**src/rtl/serpar_pkg.sv**
```systemverilog
// Shared definitions for the serial-to-parallel aligner: state encoding,
// idle comma default, lock thresholds and counter widths.
package serpar_pkg;

    typedef enum logic [1:0] {
        HUNT    = 2'd0,
        LOCKING = 2'd1,
        SYNCED  = 2'd2
    } state_e;

    localparam int unsigned BYTE_W = 8;
    localparam int unsigned PH_W   = 3;
    localparam int unsigned CNT_W  = 4;
    localparam int unsigned MIS_W  = 4;

    localparam logic [BYTE_W-1:0] IDLE_SYMBOL_DEF    = 8'hBC;
    localparam int unsigned       LOCK_COUNT_DEF     = 4;
    localparam int unsigned       MISALIGN_COUNT_DEF = 4;

    // Increment that sticks at lim instead of wrapping.
    function automatic logic [CNT_W-1:0] sat_inc(input logic [CNT_W-1:0] v,
                                                 input logic [CNT_W-1:0] lim);
        return (v >= lim) ? lim : v + CNT_W'(1);
    endfunction

endpackage

```
**src/rtl/serpar_shift_detect.sv**
```systemverilog
// 8-bit MSB-first shift register with an idle-comma comparator on its contents.
module serpar_shift_detect
    import serpar_pkg::*;
#(
    parameter logic [BYTE_W-1:0] IDLE_SYMBOL = IDLE_SYMBOL_DEF
) (
    input  logic              clk_i,
    input  logic              reset_i,
    input  logic              data_i,
    output logic [BYTE_W-1:0] sr_o,
    output logic              comma_hit_c_o
);

    logic [BYTE_W-1:0] sr_q;

    // Shift one serial bit in per clock, newest bit at the LSB.
    always_ff @(posedge clk_i) begin
        if (reset_i) begin
            sr_q <= '0;
        end else begin
            sr_q <= {sr_q[BYTE_W-2:0], data_i};
        end
    end

    assign sr_o          = sr_q;
    assign comma_hit_c_o = (sr_q == IDLE_SYMBOL);

endmodule

```
**src/rtl/serial_paralelo_align.sv**
```systemverilog
// Receive deserializer: hunts for the idle comma, locks after LOCK_COUNT
// aligned commas, then emits one byte per 8 clocks.
// Optional build macro SERPAR_REALIGN_EN: drop back to LOCKING after
// MISALIGN_COUNT off-phase commas while synced; without it SYNCED is sticky.
module serial_paralelo_align
    import serpar_pkg::*;
#(
    parameter logic [BYTE_W-1:0] IDLE_SYMBOL    = IDLE_SYMBOL_DEF,
    parameter int unsigned       LOCK_COUNT     = LOCK_COUNT_DEF
`ifdef SERPAR_REALIGN_EN
  , parameter int unsigned       MISALIGN_COUNT = MISALIGN_COUNT_DEF
`endif
) (
    input  logic              clk_32f,
    input  logic              reset,
    input  logic              data_in,
    output logic [BYTE_W-1:0] data_out,
    output logic              valid_out,
    output logic              byte_strobe,
    output logic              active
);

    logic [BYTE_W-1:0] sr;
    logic              comma_hit_c;

    state_e            state_q,     state_d;
    logic [PH_W-1:0]   ph_q,        ph_d;
    logic [CNT_W-1:0]  comma_cnt_q, comma_cnt_d;
    logic [BYTE_W-1:0] data_out_q,  data_out_d;
    logic              valid_q,     valid_d;
    logic              strobe_q,    strobe_d;
    logic              active_q,    active_d;
    logic              boundary_c;
    logic              update_c;
`ifdef SERPAR_REALIGN_EN
    logic [MIS_W-1:0]  mis_cnt_q,   mis_cnt_d;
`endif

    serpar_shift_detect #(
        .IDLE_SYMBOL (IDLE_SYMBOL)
    ) u_shift_detect (
        .clk_i         (clk_32f),
        .reset_i       (reset),
        .data_i        (data_in),
        .sr_o          (sr),
        .comma_hit_c_o (comma_hit_c)
    );

    // Alignment FSM, phase/comma counters and next output values.
    always_comb begin
        state_d     = state_q;
        ph_d        = ph_q + PH_W'(1);
        comma_cnt_d = comma_cnt_q;
`ifdef SERPAR_REALIGN_EN
        mis_cnt_d   = mis_cnt_q;
`endif
        boundary_c  = (ph_q == '0);

        case (state_q)
            HUNT: begin
                // Restart the phase so the next boundary lands 8 bits after the hit.
                if (comma_hit_c) begin
                    ph_d        = PH_W'(1);
                    comma_cnt_d = CNT_W'(1);
                    state_d     = LOCKING;
                end
            end
            LOCKING: begin
                if (boundary_c) begin
                    if (comma_hit_c) begin
                        comma_cnt_d = sat_inc(comma_cnt_q, CNT_W'(LOCK_COUNT));
                        if (comma_cnt_d == CNT_W'(LOCK_COUNT)) begin
                            state_d = SYNCED;
                        end
                    end else begin
                        comma_cnt_d = '0;
                        state_d     = HUNT;
                    end
                end
            end
            SYNCED: begin
`ifdef SERPAR_REALIGN_EN
                // Repeated commas at the wrong phase mean the byte grid has slipped.
                if (comma_hit_c) begin
                    if (boundary_c) begin
                        mis_cnt_d = '0;
                    end else if (mis_cnt_q + MIS_W'(1) == MIS_W'(MISALIGN_COUNT)) begin
                        mis_cnt_d   = '0;
                        ph_d        = PH_W'(1);
                        comma_cnt_d = CNT_W'(1);
                        state_d     = LOCKING;
                    end else begin
                        mis_cnt_d = mis_cnt_q + MIS_W'(1);
                    end
                end
`endif
            end
            default: begin
                state_d = HUNT;
            end
        endcase

        // The locking boundary itself already delivers the first byte.
        update_c   = boundary_c && (state_d == SYNCED);
        data_out_d = update_c ? sr : data_out_q;
        strobe_d   = update_c;
        active_d   = (state_d == SYNCED);
        if (update_c) begin
            valid_d = (sr != IDLE_SYMBOL);
        end else if (state_d == SYNCED) begin
            valid_d = valid_q;
        end else begin
            valid_d = 1'b0;
        end
    end

    // State, counters and output registers.
    always_ff @(posedge clk_32f) begin
        if (reset) begin
            state_q     <= HUNT;
            ph_q        <= '0;
            comma_cnt_q <= '0;
            data_out_q  <= '0;
            valid_q     <= 1'b0;
            strobe_q    <= 1'b0;
            active_q    <= 1'b0;
`ifdef SERPAR_REALIGN_EN
            mis_cnt_q   <= '0;
`endif
        end else begin
            state_q     <= state_d;
            ph_q        <= ph_d;
            comma_cnt_q <= comma_cnt_d;
            data_out_q  <= data_out_d;
            valid_q     <= valid_d;
            strobe_q    <= strobe_d;
            active_q    <= active_d;
`ifdef SERPAR_REALIGN_EN
            mis_cnt_q   <= mis_cnt_d;
`endif
        end
    end

    assign data_out    = data_out_q;
    assign valid_out   = valid_q;
    assign byte_strobe = strobe_q;
    assign active      = active_q;

endmodule

```
**config.mk**
```make
export PLATFORM = sky130hd
export DESIGN_NAME = serial_paralelo_align
export DESIGN_NICKNAME = d
export VERILOG_FILES = /design/src/rtl/serpar_pkg.sv /design/src/rtl/serpar_shift_detect.sv /design/src/rtl/serial_paralelo_align.sv
export SDC_FILE = /design/constraint.sdc
export NUM_CORES = 1
export LEC_CHECK = 0
export CAP_MARGIN = 20
export CORE_MARGIN = 1.5
export CORE_UTILIZATION = 50
export DETAILED_ROUTE_END_ITERATION = 8
export PLACE_DENSITY = 0.74
export SYNTH_ARGS = -nofsm -noshare
export SYNTH_HDL_FRONTEND = slang
export SYNTH_SLANG_ARGS = --single-unit
```
**constraint.sdc**
```tcl
create_clock -name clk_32f -period 2.6 [get_ports clk_32f]
set_clock_uncertainty 0.05 [all_clocks]
set_input_delay 0.26 -clock clk_32f [delete_from_list [all_inputs] [get_ports clk_32f]]
set_output_delay 0.26 -clock clk_32f [all_outputs]
set_load 0.05 [all_outputs]
```
==> summary.md <==
| Metric | Value |
|---|---|
| Run status | complete, no violations |
| Register area share after synthesis | 49.8% |
| Met3 Usage GRT | 3.57% |
| Cell-internal power | 0.000502 W |
| CTS clk-pin slew, worst paths | 130 ps |
| Post-Synth Adder-Cell Area | 3.34% |
| Main flop type after synthesis | dfxtp_1 |
| Footprint of the multi-input gates | 527 µm² |
| Register area | 561 µm² |
| Global routing usage on met1 | 24.5% |
| CTS Buffer Depth | 2 |
| CTS resizes | 0 |
| Filler cells | 173 |
| Initial DRT Pass Iterations | 4 |
| DRC Markers | 0 |
| DP HPWL | 1300 µm |
| Layout cells sized above 1 | 7.38% |
| EDFF count, synth | 0 |
| Worst Setup Path Type | flop to flop |
| Postcts setup bufs | 0 |
| Hold_sp | data_in |
| HP Class | input port to flop |
| Die Y-Extent | 50.4 µm |
| Routing usage on met2 | 22.1% |
| Net Count, Synth | 116 |
| CP Launch Point | ph_q[0] |
| Largest net degree at the start of global routing | 21 |
| RSZ-0062 raised after global routing | no |
| Cell taking the most area after synthesis | dfxtp_1 |
| Combinational Power Share | 4.7% |
| Latest clock arrival within the worst-skew pair | 310 ps |
| FMAX | 511 MHz |
| Routability Congestion | 0.864 |
| Cell Rows | 16 |
| Maximum vdd ir drop | 0.353 mV |
| Clock power frac | 26.1% |
| Top-count cell post-synth | dfxtp_1 |
| Number of DRC markers in iteration 0 | 14 |
| Hold slack | 430 ps |
| Final worst path period need | 1960 ps |
| Netlist Area Pre-Place | 1120 µm² |
| Die ar. | 2540 µm² |
| Switch share | 20.8% |
| Synth Area in Compound Gates | 11.3% |
| Min setup slack post-route | 645 ps |
| Maxcap violations | 0 |
| Tcrit/Tclk final | 75.2% |
| XOR/XNOR share of the synthesized area | 0.779% |
| Synth top area cells | dfxtp_1 50%, nor2b_1 8.9%, mux2_1 7.0% |
| Tot GR Track Use | 16.2% |
| R2R Path Start | ph_q[0] |
| Vias in the first global route | 708 |
| Core box area | 2040 µm² |
| Port buffer count | 13 |
| Synthesis-stage register bit count | 28 |
| CTS tree | yes |
| Die width | 50.4 µm |
| CTS sink count | 28 |
| Worst Max-Slew Pin Slew | 663 ps |
| Via count | 761 |
| Synth async-reset ratio | 0% |
| P_sw | 0.000132 W |
| Worst Setup Start Kind | flop |
| Via density | 5.11 |
| Clock buffer count from CTS | 3 |
| GRT busiest layer | met1 |
| Syn-to-layout area delta | 15.6% |
| Cts hold-fix bufs | 0 |
| Final ANT Viol Nets | 0 |
| Final cell count without fillers | 149 |
| Critical Path AT | 2110 ps |
| Diodes inserted | 0 |
| Clock root cell | clkbuf_4 |
| Max H-tree Level | 1 |
| Initial Util | 55.1% |
| Register share of total power | 69.2% |
| Crit end category | flop |
| First-pass GRT wire length | 3120 µm |
| Overflow after GRT | 0 |
| Total number of yosys warnings | 0 |
| Initial antenna violation count | 0 |
| Setup tns final | 0 ps |
| Syn_area_per_cell | 10.2 µm² |
| IO Count | 14 |
| Critical path peak fanout | 8 |
| Inst Count DP | 146 |
| Routed WL | 1770 µm |
| Largest family of logic cells by synthesized area | simple AND/OR/NAND/NOR gates |
| Leakage | 0.491 nW |
| Synth Area in Simple Gates | 23.5% |
| Rel. slew slack | 55.6% |
| Final Total Pwr | 0.000635 W |
| Synth cell count leaders | 28 x dfxtp_1, 16 x nor2b_1, 7 x mux2_1 |
| Synth Instances | 110 |
| Net count, final | 130 |
| WL per Instance | 11.9 µm |
| Share of the synthesized area in the top cell type | 49.8% |
| Pre-CTS setup slack | 641 ps |
| Final Setup Violations | 0 |
| Power density cells | 488 nW/µm² |
| Multiplexer area fraction after synthesis | 7.90% |
| Unique masters post-synth | 31 |
| Pins Over Slew Limit | 0 |
| Worst Path Required | 2760 ps |
| Hold Vio Cnt, Final | 0 |
power groups by stage:
stage          Combinational (W)  Sequential, W  Clock [W]
2_1_floorplan          0.0000218       0.000448          0
3_3_place_gp           0.0000294       0.000448          0
3_5_place_dp           0.0000301       0.000448          0
4_1_cts                0.0000303       0.000439   0.000174
5_1_grt                0.0000345       0.000440   0.000191
6_report               0.0000299       0.000439   0.000166
metal layers:
metal | wire length [µm] | vias to the layer above
met5 | 0 | -
met2 | 745 | 16
met4 | 12 | 0
met1 | 930 | 342
met3 | 83 | 2
li1 | - | 401
state kept, by name (all words and copies together) (netlist names):
| register | flops |
|---|---|
| comma_cnt_q | 4 |
| data_out | 8 |
| active | 1 |
| state_q | 2 |
| byte_strobe | 1 |
| valid_out | 1 |
| ph_q | 3 |
| u_shift_detect.sr_o | 8 |
through the flow:
step	instance area (µm²)	utilization [%]
after global routing	1300	63.7
final	1300	63.7
after global placement	1280	62.6
after floorplan	1120	-
after CTS	1300	63.7
after detailed placement	1280	62.6
logic make-up (layout without fill, tap and decap cells):
family / after synthesis / count (layout)
adder cells (fa/ha/maj): 3 / 3
AND/OR/NAND/NOR: 44 / 44
buffers and inverters: 10 / 22
flip-flops: 28 / 28
multiplexers: 8 / 8
XOR/XNOR: 1 / 1
AO/OA/AOI/OAI: 16 / 16
worst max-delay path, stage by stage, from the launching register on:
cell     delay (ps)
dfxtp_1         380
inv_1            50
ha_1            200
nor2b_1         160
and3_1          260
a31oi_4         380
mux2_1          370
cell type report:
class | count | share of cell area, %
inverter | 5 | 1.44
multi-input combinational | 72 | 40.5
tap | 27 | 2.60
timing repair buffer | 14 | 10.6
clock buffer | 3 | 1.73
sequential | 28 | 43.1
path summary, 6_finish.rpt:
kind / end / slack [ps] / cells past startpoint
worst min-delay path: u_shift_detect.sr_o[0] / 430 / 2
worst max-delay path: data_out[6] / 640 / 6
worst min register to register: ph_q[0] / 430 / 1
worst max register to register: data_out[6] / 640 / 6
cells in the final DEF, fill, tap and decap left out, types with 2 or more instances in the layout:
| cell type | netlist | final |
|---|---|---|
| nor3_1 | 3 | 3 |
| a211oi_1 | 5 | 5 |
| clkbuf_4 | 0 | 3 |
| clkdlybuf4s50_1 | 0 | 13 |
| nand3_1 | 2 | 2 |
| ha_1 | 3 | 3 |
| nand2_1 | 3 | 3 |
| nor2b_1 | 16 | 16 |
| nand2b_1 | 4 | 4 |
| nor2_1 | 6 | 6 |
| mux2_1 | 7 | 7 |
| o22ai_1 | 2 | 2 |
| and3b_1 | 2 | 2 |
| inv_1 | 5 | 5 |
| dfxtp_1 | 28 | 28 |
| a21oi_1 | 3 | 3 |
No activity file was read; power rests on OpenSTA's default activity.
